**config.mk**
```make
export PLATFORM = sky130hd
export DESIGN_NAME = r_config_send_flat
export DESIGN_NICKNAME = d
export VERILOG_FILES = /design/src/rtl/r_config_send_if.sv /design/src/rtl/r_config_send.sv /design/src/flat_wrapper.sv
export SDC_FILE = /design/constraint.sdc
export NUM_CORES = 1
export LEC_CHECK = 0
export BUFFER_PORTS_ARGS = -buffer_cell sky130_fd_sc_hd__clkbuf_2
export CAP_MARGIN = 20
export CORE_MARGIN = 3
export CORE_UTILIZATION = 45
export CTS_BUF_LIST = sky130_fd_sc_hd__clkbuf_8 sky130_fd_sc_hd__clkbuf_16
export CTS_CLUSTER_SIZE = 14
export DETAILED_ROUTE_END_ITERATION = 10
export PLACE_DENSITY = 0.68
export SYNTH_ARGS = -nofsm -noshare
export SYNTH_HDL_FRONTEND = slang
export SYNTH_SLANG_ARGS = --single-unit
```
**constraint.sdc**
```tcl
create_clock -name clock -period 6.9 [get_ports clock]
set_input_delay 0.345 -clock clock [delete_from_list [all_inputs] [get_ports clock]]
set_output_delay 0.345 -clock clock [all_outputs]
set_load 0.05 [all_outputs]
```
**src/rtl/r_config_send_if.sv**
```systemverilog
// Handshake bundle between an R-configuration requester, the sender and the receiver's storage.
// master drives the request side; slave is the sender itself.
interface r_config_send_if #(
  parameter int WIDTH_DATA = 32
);
  logic                  I_Start;
  logic [WIDTH_DATA-1:0] I_RConfig;
  logic [WIDTH_DATA-1:0] I_Length;
  logic [WIDTH_DATA-1:0] I_Stride;
  logic [WIDTH_DATA-1:0] I_Base;
  logic                  I_Stall;
  logic                  I_Abort;
  logic                  O_We;
  logic [WIDTH_DATA-1:0] O_Data;
  logic                  O_Clr;
  logic                  O_Busy;
  logic                  O_End_RConfig;

  modport master (
    output I_Start, I_RConfig, I_Length, I_Stride, I_Base, I_Stall, I_Abort,
    input  O_We, O_Data, O_Clr, O_Busy, O_End_RConfig
  );

  modport slave (
    input  I_Start, I_RConfig, I_Length, I_Stride, I_Base, I_Stall, I_Abort,
    output O_We, O_Data, O_Clr, O_Busy, O_End_RConfig
  );
endinterface

```
**src/rtl/r_config_send.sv**
```systemverilog
// Sends a latched 4-word R-configuration (RConfig, Length, Stride, Base) to the receiver's storage.
// Optional abort support is enabled by defining RCONFIG_SEND_ABORT_EN.
module r_config_send #(
  parameter int WIDTH_DATA = 32
) (
  input  logic             clock,
  input  logic             reset,
  r_config_send_if.slave   bus
);

  typedef enum logic [1:0] {
    IDLE = 2'd0,
    SEND = 2'd1,
    DONE = 2'd2
  } state_t;

  state_t                state;
  logic [1:0]            r_cnt;
  logic [WIDTH_DATA-1:0] r_config;
  logic [WIDTH_DATA-1:0] r_length;
  logic [WIDTH_DATA-1:0] r_stride;
  logic [WIDTH_DATA-1:0] r_base;
  logic [WIDTH_DATA-1:0] data_sel;
  logic                  abort_hit;
  logic                  word_issue;

`ifdef RCONFIG_SEND_ABORT_EN
  assign abort_hit = bus.I_Abort & (state != IDLE);
`else
  assign abort_hit = 1'b0;
`endif

  // Abort outranks stall: an aborted cycle never issues a word.
  assign word_issue = (state == SEND) & ~bus.I_Stall & ~abort_hit;

  // NOTE: the field registers are ordinary flops, so they take the async reset too;
  // every sequential assignment is non-blocking so all state updates see pre-edge values.
  always_ff @(posedge clock or posedge reset) begin
    if (reset) begin
      state    <= IDLE;
      r_cnt    <= 2'd0;
      r_config <= '0;
      r_length <= '0;
      r_stride <= '0;
      r_base   <= '0;
    end else begin
      case (state)
        IDLE: begin
          if (bus.I_Start) begin
            r_config <= bus.I_RConfig;
            r_length <= bus.I_Length;
            r_stride <= bus.I_Stride;
            r_base   <= bus.I_Base;
            r_cnt    <= 2'd0;
            state    <= SEND;
          end
        end
        SEND: begin
          if (abort_hit) begin
            r_cnt <= 2'd0;
            state <= IDLE;
          end else if (word_issue) begin
            r_cnt <= r_cnt + 2'd1;
            if (r_cnt == 2'd3) state <= DONE;
          end
        end
        DONE: begin
          r_cnt <= 2'd0;
          state <= IDLE;
        end
        default: begin
          r_cnt <= 2'd0;
          state <= IDLE;
        end
      endcase
    end
  end

  // NOTE: the default assignment up front keeps this mux free of inferred latches.
  always_comb begin
    data_sel = '0;
    if (state == SEND) begin
      case (r_cnt)
        2'd0:    data_sel = r_config;
        2'd1:    data_sel = r_length;
        2'd2:    data_sel = r_stride;
        default: data_sel = r_base;
      endcase
    end
  end

  assign bus.O_We          = word_issue;
  assign bus.O_Data        = data_sel;
  assign bus.O_Clr         = abort_hit;
  assign bus.O_Busy        = (state != IDLE);
  assign bus.O_End_RConfig = (state == DONE) & ~abort_hit;

endmodule

```
**src/flat_wrapper.sv**
```systemverilog
// flat-port wrapper written by rule: the top's interface ports become plain ports
module r_config_send_flat 
#(
  parameter int WIDTH_DATA = 32
)
  (clock, reset, bus_I_Start, bus_I_RConfig, bus_I_Length, bus_I_Stride, bus_I_Base, bus_I_Stall, bus_I_Abort, bus_O_We, bus_O_Data, bus_O_Clr, bus_O_Busy, bus_O_End_RConfig);
  r_config_send_if #(.WIDTH_DATA(WIDTH_DATA)) bus_i ();
  input  logic clock;
  input  logic reset;
  input wire logic [$bits(bus_i.I_Start)-1:0] bus_I_Start;
  input wire logic [$bits(bus_i.I_RConfig)-1:0] bus_I_RConfig;
  input wire logic [$bits(bus_i.I_Length)-1:0] bus_I_Length;
  input wire logic [$bits(bus_i.I_Stride)-1:0] bus_I_Stride;
  input wire logic [$bits(bus_i.I_Base)-1:0] bus_I_Base;
  input wire logic [$bits(bus_i.I_Stall)-1:0] bus_I_Stall;
  input wire logic [$bits(bus_i.I_Abort)-1:0] bus_I_Abort;
  output wire logic [$bits(bus_i.O_We)-1:0] bus_O_We;
  output wire logic [$bits(bus_i.O_Data)-1:0] bus_O_Data;
  output wire logic [$bits(bus_i.O_Clr)-1:0] bus_O_Clr;
  output wire logic [$bits(bus_i.O_Busy)-1:0] bus_O_Busy;
  output wire logic [$bits(bus_i.O_End_RConfig)-1:0] bus_O_End_RConfig;
  assign bus_i.I_Start = bus_I_Start;
  assign bus_i.I_RConfig = bus_I_RConfig;
  assign bus_i.I_Length = bus_I_Length;
  assign bus_i.I_Stride = bus_I_Stride;
  assign bus_i.I_Base = bus_I_Base;
  assign bus_i.I_Stall = bus_I_Stall;
  assign bus_i.I_Abort = bus_I_Abort;
  assign bus_O_We = bus_i.O_We;
  assign bus_O_Data = bus_i.O_Data;
  assign bus_O_Clr = bus_i.O_Clr;
  assign bus_O_Busy = bus_i.O_Busy;
  assign bus_O_End_RConfig = bus_i.O_End_RConfig;
  r_config_send #(.WIDTH_DATA(WIDTH_DATA)) u_core (.clock(clock), .reset(reset), .bus(bus_i));
endmodule
```
==> reports/qor.csv, run 1 <==
metric,value,unit
status,"complete, no violations",
std_cell_rows,41,
cp.arrival,2770,ps
cellLeakagePower,3.43,nW
regArea,3300,um^2
synth_top_family_by_area,multiplexers,
avgSynthCellArea,13.4,um^2
fin_cells,785,
yosys.area_share.adder,0.840,%
antenna_left,0,
synthSimpleGateAreaFrac,1.51,%
synth_compound_area_share,11.8,%
ys_ff_latch,132,
drc,0,
insertedDiodeCount,0,
nNetsFinal,740,
antenna_found_initial,0,
hold_class,in2async,
dieArea,14700,um^2
ys_types,24,
slowest_stage,ha_1,
path_class,reg2out,
drive_above_1_share,54.2,%
clockRootBuffer,clkbuf_16,
via_per_inst,5.31,
grt_max_degree,85,
peakVddDrop,0.356,mV
crit_chain,"inv_1, ha_1, buf_4, a22oi_1, a221oi_1, clkbuf_2",
clock.fmax,321,MHz
area_growth,23.7,%
die_y,121,um
p_total,4.10,mW
synthTopCellsByArea,"dfrtp_1 (55%), mux2_2 (24%), a221oi_1 (4.7%)",
fillCellCount,1073,
initial_core_util,46.6,%
path_buf_inv,3,
synthFlopType,dfrtp_1,
cts.repair.resized,0,
max_cap_violations,0,
core,12800,um^2
slew_violations,0,
yosysWarnings,0,
yosysMostFrequentCell,dfrtp_1,
worst_pin_slew,1050,ps
clock_latency,400,ps
path_max_fanout,17,
ys_top_cells_by_count,"dfrtp_1 (132), mux2_2 (128), inv_1 (35)",
dr.pass1.iters,5,
slowest_delay,630,ps
synthArstFlopShare,100,%
cts_tree,built,
grt_pass1_vias,4475,
wl,13.6,mm
grt_pass1_wl,21.9,mm
wl_per_cell,17.3,um
syn_inst,446,
dp.cells,756,
powerDensity,556,nW/um^2
placed_area,6840,um^2
grt_use_total,19.1,%
syn_nets,583,
stdcell_area,7370,um^2
synth_edf_count,0,
via_count,4166,
clock_path_buffers,2,
postCtsHoldBufs,0,
rsz0062_at_grt,no,
synth_area,5960,um^2
critPathLaunchType,flop,
cp-end-kind,primary output,
multi_input_area,2300,um^2
setup_viol,0,
dp_hpwl,9.29,mm
finalCritPeriodShare,45.1,%
die_x,121,um
utilization,57.7,%
post_cts_buffers,0,
hold_viol_final,0,
tns,0,ps
post-route-min-period,3110,ps
htreeDepth,4,
worst_clock_skew,4.50,ps
synth_top_area_share,55.5,%
synth_seq_area_share,55.5,%
relSlewSlack,30.1,%
cts_sinks,132,
cpLargestDelayFamily,buffers and inverters,
place_congestion,0.733,
synthXorXnorAreaFrac,0,%
clkTransAtPathRegs,50,ps
synth_top_cell_by_area,dfrtp_1,
cp.required,6550,ps
grt_overflow_total,0,
ios,169,
cts-buffers-inserted,17,
muxShareOfSynthArea,24.2,%
place.port_buffers,166,
drt-initial-drc-count,283,
-- layer usage --
layer	global-route usage [%]	share of wire, %	routed length [um]	up-vias
met5	0	0	0	-
met4	6.94	1.4	193	0
met3	6.15	6.4	866	12
met2	31.9	50	6820	123
met1	23.3	42	5710	2084
li1	-	-	-	1947
-- worst paths after layout --
check	depth (start not counted)	slack, ps	end	startpoint
hold / removal	2	50	u_core.r_config[9]	reset
max in group asynchronous	3	5420	u_core.r_stride[0]	reset
min in group clock	2	170	u_core.r_base[13]	bus_I_Base[13]
setup reg to reg	3	4770	u_core.r_length[13]	u_core.state[1]
setup / recovery	6	3790	bus_O_Data[7]	u_core.r_cnt[1]
hold reg to reg	1	500	u_core.r_base[29]	u_core.r_base[29]
-- layout by cell type (no fill, tap or decap), drive strengths merged --
| master | count |
|---|---|
| clkbuf | 186 |
| conb | 1 |
| nand4bb | 1 |
| o21bai | 1 |
| clkinv | 3 |
| a22oi | 32 |
| or4b | 1 |
| o41ai | 1 |
| or2 | 1 |
| buf | 7 |
| o31ai | 1 |
| clkinvlp | 1 |
| ha | 4 |
| bufinv | 1 |
| inv | 39 |
| nor2b | 4 |
| a21oi | 32 |
| mux2 | 128 |
| a221oi | 32 |
| nand2b | 2 |
| nor3b | 1 |
| nor2 | 1 |
| and3b | 1 |
| dfrtp | 132 |
-- cell families (layout without fill, tap and decap cells) --
group | after synthesis | after routing
DFF | 132 | 132
muxes | 128 | 128
AOI/OAI and AO/OA | 99 | 99
buffers and inverters | 70 | 237
and+or+nand+nor | 12 | 12
adders and majority gates | 4 | 4
other | 1 | 1
-- where the power goes --
group	total [mW]	switching [mW]	internal (mW)
clock network	0.809	0.300	0.510
logic	1.91	1.19	0.713
registers	1.38	0.210	1.17
total	4.10	1.70	2.39
-- registers in the layout, indices dropped and copies added, names as in the netlist --
signal / count
u_core.r_cnt: 2
u_core.r_base: 32
u_core.r_config: 32
u_core.r_stride: 32
u_core.r_length: 32
u_core.state: 2
-- area by class of cell --
type,count,share of cell area [%]
clock buffers,20,6.33
clock inverters,9,0.917
inverters,35,1.82
multi-input cells,244,31.2
flip-flops and latches,132,44.8
well taps,172,2.92
repair buffers,173,12.0
-- metrics by stage --
| step | hold slack, ps | worst slack, ps |
|---|---|---|
| after floorplan | 481 | 3030 |
| after global placement | 488 | 4210 |
| after detailed placement | 496 | 4200 |
| after CTS | 71.7 | 3750 |
| after global routing | 100 | 3600 |
| final | 49.2 | 3790 |
No activity file was read; power rests on OpenSTA's default activity.
==> inputs of run 2 (changes only) <==
clock period = 2.9 ns   (was 6.9 ns; I/O delays follow)
==> run 2 against run 1 <==
  * Sequential power is 140% higher
  * Register-to-register slack lost 3700 ps
  * Sequential share of layout area shrank 7.2 points
==> reports/qor.csv, run 2 (same netlist as run 1, synthesis figures left out) <==
metric,value,unit,change
drt-initial-drc-count,302,,+6.7%
post-route-min-period,2750,ps,
path_max_fanout,37,,+20
drc,0,,unchanged
grt_max_degree,130,,+53%
cellLeakagePower,4.01,nW,+17%
wl,16.3,mm,+20%
slowest_delay,720,ps,+90 ps
htreeDepth,4,,unchanged
cp.arrival,2610,ps,-160 ps
switchingPower,4.24,mW,+150%
via_per_inst,5.16,,-2.8%
clock.fmax,363,MHz,
post_cts_buffers,0,,unchanged
dp.cells,759,,+0.40%
slew_violations,0,,unchanged
clockRootBuffer,clkbuf_16,,
cts-buffers-inserted,17,,unchanged
status,"complete, no violations",,
drive_above_1_share,45.6,%,-8.6 points
area_growth,47.6,%,
core,12800,um^2,unchanged
seqPwrFrac,32.3,%,-1.4 points
hold_viol_final,0,,unchanged
worst_pin_slew,923,ps,-125 ps
utilization,68.8,%,+11 points
antenna_left,0,,unchanged
path_class,reg2out,,
internal_power,5.99,mW,+150%
place_congestion,0.735,,+0.20%
combPwrFrac,46.7,%,+0.2 points
ios,169,,unchanged
clkTransAtPathRegs,50,ps,about the same
die_x,121,um,unchanged
cts_sinks,132,,unchanged
critPathLaunchType,flop,,
wl_per_cell,17.6,um,+1.9%
cp-end-kind,primary output,,
nNetsFinal,872,,+18%
tns,0,ps,unchanged
peakVddDrop,0.786,mV,+120%
hold_class,in2reg,,
holdWs,61.1,ps,+11.8 ps
cts_tree,built,,
dr.pass1.iters,5,,unchanged
clock_latency,420,ps,+20 ps
clkPwrFrac,21.0,%,+1.2 points
dieArea,14700,um^2,unchanged
fillCellCount,868,,-19%
worst_clock_skew,6.67,ps,+2.17 ps
slowest_stage,ha_2,,
initial_core_util,46.6,%,unchanged
grt_pass1_wl,26.0,mm,+19%
crit_chain,"ha_2, buf_12, a21oi_1, a221oi_1, clkbuf_2",,
antenna_found_initial,0,,unchanged
relSlewSlack,38.3,%,+8.2 points
die_y,121,um,unchanged
max_cap_violations,0,,unchanged
grt_use_total,23.0,%,+3.8 points
rsz0062_at_grt,no,,
grt_overflow_total,0,,unchanged
clock_path_buffers,2,,unchanged
swShare,41.4,%,-0.16 points
fin_cells,921,,+17%
via_count,4753,,+14%
powerDensity,1160,nW/um^2,+110%
finalCritPeriodShare,94.9,%,
place.port_buffers,166,,unchanged
cp.required,2760,ps,-3790 ps
grt_pass1_vias,5310,,+19%
std_cell_rows,41,,unchanged
final_common_cell,clkbuf_2,,
dp_hpwl,9.43,mm,+1.4%
final_cell_mix,"clkbuf_2 (166), dfrtp_1 (132), dlygate4sd3_1 (129)",,
setup_viol,0,,unchanged
==> run 2: worst max-delay path, delay by kind of cell (launching register included) <==
kind / cells / cell delay, ps
AO/OA/AOI/OAI: 2 / 430
adder cells (fa/ha/maj): 1 / 720
buffers and inverters: 2 / 620
flip-flops: 1 / 410
==> run 2: cell type report <==
class	instances	area, um^2	area share [%]
Inverter	35	135	1.54
Sequential cell	132	3300	37.6
Tap cell	172	215	2.45
Multi-Input combinational cell	244	2300	26.2
Timing Repair Buffer	305	2230	25.4
Clock inverter	10	104	1.18
Clock buffer	22	494	5.62
Antenna cell	1	2.50	0.0285
==> run 2: per-layer routing <==
layer	GRT usage, %	part of all wire, %	up-vias
li1	-	-	2211
met2	40.5	52	166
met4	10.5	2.5	0
met1	26.3	40	2343
met3	5.64	5.3	33
met5	0	0	-
==> run 2: timing repair <==
item	in CTS	in global routing
hold endpoints to repair	165	0
hold buffers	129	0
resized for setup	0	0
==> run 2: path summary, 6_finish.rpt <==
path                            cells after the start  slack, ps           startpoint                   to
worst max-delay path                                5        150      u_core.r_cnt[0]       bus_O_Data[28]
worst min-delay path                                3         60          bus_I_Stall      u_core.state[0]
worst max register to register                      3       1020      u_core.state[1]   u_core.r_config[8]
worst min register to register                      1        510  u_core.r_length[27]  u_core.r_length[27]
max in group asynchronous                           4       1620                reset    u_core.r_base[27]
min in group asynchronous                           3        460                reset    u_core.r_base[28]
==> run 2: metrics by stage <==
stage / area (um^2) / power, mW / setup WS, ps
3_5_place_dp: 6900 / 7.91 / 581
3_3_place_gp: 6900 / 7.75 / 647
4_1_cts: 8790 / 10.2 / 148
5_1_grt: 8790 / 10.8 / 14.4
6_report: 8790 / 10.2 / 149
2_1_floorplan: 5960 / 6.87 / 399
==> run 2: power groups by stage <==
stage	clock network, mW	logic (mW)	registers (mW)
floorplan	0	3.72	3.15
global placement	0	4.51	3.24
detailed placement	0	4.60	3.31
CTS	2.19	4.75	3.28
global route	2.27	5.09	3.41
finish	2.15	4.78	3.30
==> inputs of run 3 (changes only) <==
RECOVER_POWER = 100   (was default)
TNS_END_PERCENT = 1   (was default)
==> run 3 against run 2 <==
  * The flow now finishes with violations (max-capacitance violations, max-slew violations)
  * Non-clock buffer count is the same
  * Via count hardly changed
  * Setup slack worse by 0.83 ps
  * Fmax barely moved
  * Critical endpoint unchanged
==> reports/qor.csv, run 3 (same netlist as run 1, synthesis figures left out) <==
metric,value,unit,change
place_congestion,0.735,,unchanged
worst_clock_skew,7.00,ps,+0.326 ps
startpoint,u_core.r_cnt[0],,
area_growth,46.6,%,
p_total,10.2,mW,-0.11%
dpl_worst_slack,581,ps,unchanged
grt_pass1_vias,5310,,unchanged
powerDensity,1170,nW/um^2,+0.50%
drt-initial-drc-count,271,,-10%
cpLargestDelayFamily,adder cells,,
antenna_left,0,,unchanged
slowest_stage,ha_2,,
min_from,bus_I_Stall,,
die_y,121,um,unchanged
slowest_delay,730,ps,about the same
drc,0,,unchanged
final_common_cell,clkbuf_2,,
combPwrFrac,46.7,%,about the same
die_x,121,um,unchanged
swShare,41.3,%,-0.10 points
dieArea,14700,um^2,unchanged
path_class,reg2out,,
fillCellCount,880,,+1.4%
seqPwrFrac,32.3,%,about the same
switchingPower,4.22,mW,-0.36%
grt_max_degree,130,,unchanged
fin_cells,921,,unchanged
status,"finished, violations left",,
place.port_buffers,166,,unchanged
setup_viol,0,,unchanged
crit_chain,"ha_2, buf_12, a21oi_1, a221oi_1, clkbuf_2",,
cp.required,2760,ps,about the same
via_per_inst,5.17,,about the same
cts_sinks,132,,unchanged
wl,16.3,mm,+0.21%
clock_path_buffers,2,,unchanged
path_max_fanout,37,,unchanged
hold_viol_final,0,,unchanged
clkTransAtPathRegs,60,ps,about the same
clock_latency,420,ps,about the same
cts_tree,built,,
rsz0062_at_grt,no,,
peakVddDrop,0.787,mV,about the same
via_count,4757,,+0.084%
initial_core_util,46.6,%,unchanged
grt_use_total,23.0,%,unchanged
ios,169,,unchanged
drive_above_1_share,44.4,%,-1.2 points
cts-buffers-inserted,17,,unchanged
tns,0,ps,unchanged
relSlewSlack,-22.8,%,-61 points
dp.cells,759,,unchanged
cp-end-kind,primary output,,
antenna_found_initial,0,,unchanged
finalCritPeriodShare,94.9,%,about the same
cellLeakagePower,3.98,nW,-0.94%
htreeDepth,4,,unchanged
timing.rr.start,u_core.state[1],,
critPathLaunchType,flop,,
final_cell_mix,"clkbuf_2 (160), dfrtp_1 (132), dlygate4sd3_1 (129)",,
cp.arrival,2610,ps,about the same
clockRootBuffer,clkbuf_16,,
std_cell_rows,41,,unchanged
max_cap_violations,2,,+2
core,12800,um^2,unchanged
fin_ws,148,ps,-0.828 ps
wl_per_cell,17.7,um,+0.21%
dp_hpwl,9.43,mm,unchanged
clock.fmax,363,MHz,about the same
hold_class,in2reg,,
grt_pass1_wl,26.0,mm,unchanged
slew_violations,171,,+171
grt_overflow_total,0,,unchanged
utilization,68.4,%,-0.42 points
nNetsFinal,872,,unchanged
internal_power,5.99,mW,about the same
path_buf_inv,2,,unchanged
post-route-min-period,2750,ps,+0.828 ps
violations,"max-capacitance violations, max-slew violations",,
clkPwrFrac,21.0,%,about the same
cts.repair.resized,0,,unchanged
dr.pass1.iters,4,,-1
worst_pin_slew,1830,ps,+909 ps
==> run 3: worst paths after layout <==
kind | endpoint | slack (ps) | depth (start not counted)
max in group asynchronous | u_core.r_config[0] | 510 | 4
setup / recovery | bus_O_Data[28] | 150 | 5
hold reg to reg | u_core.r_length[27] | 510 | 1
hold / removal | u_core.state[0] | 70 | 3
setup reg to reg | u_core.r_config[14] | 210 | 3
min in group asynchronous | u_core.r_base[28] | 720 | 3
==> run 3: worst reg2reg max path, stage by stage, from the launching register on <==
cell	delay [ps]
dfrtp_1	450
nor3b_1	250
clkbuf_4	1340
mux2_2	530
==> run 3: layout make-up <==
class	count	area, um^2	share of cell area, %
inverter	35	133	1.52
clock inverter	10	104	1.19
tap	172	215	2.46
timing repair buffer	305	2190	25.1
clock buffer	22	494	5.66
multi-input combinational	244	2290	26.2
sequential	132	3300	37.8
antenna	1	2.50	0.0286
==> run 3: power by group through the flow <==
stage	sequential [mW]	combinational, mW	clock, mW
after global routing	3.41	5.10	2.27
after floorplan	3.15	3.72	0
after CTS	3.28	4.75	2.19
after global placement	3.24	4.51	0
final	3.30	4.77	2.15
after detailed placement	3.31	4.60	0
==> run 3: repair_timing <==
| item | CTS | global route |
|---|---|---|
| endpoints found under the setup margin | 0 | 0 |
| hold endpoints to repair | 165 | 0 |
| hold buffers | 129 | 0 |
| setup buffers | 0 | 0 |
==> run 3: layer usage <==
layer  share of wire (%)  vias to the layer above  track usage, %  wire length, um
met5                   0                        -               0                0
li1                    -                     2215               -                -
met4                 2.2                        0            10.5              365
met2                  53                      157            40.5             8630
met1                  39                     2355            26.3             6420
met3                 5.4                       30            5.64              872
==> run 3: metrics by stage <==
stage          hold slack (ps)  cell area [um^2]
2_1_floorplan              297              5960
3_3_place_gp               364              6900
3_5_place_dp               367              6900
4_1_cts                   55.9              8790
5_1_grt                   89.0              8730
6_report                  66.1              8740
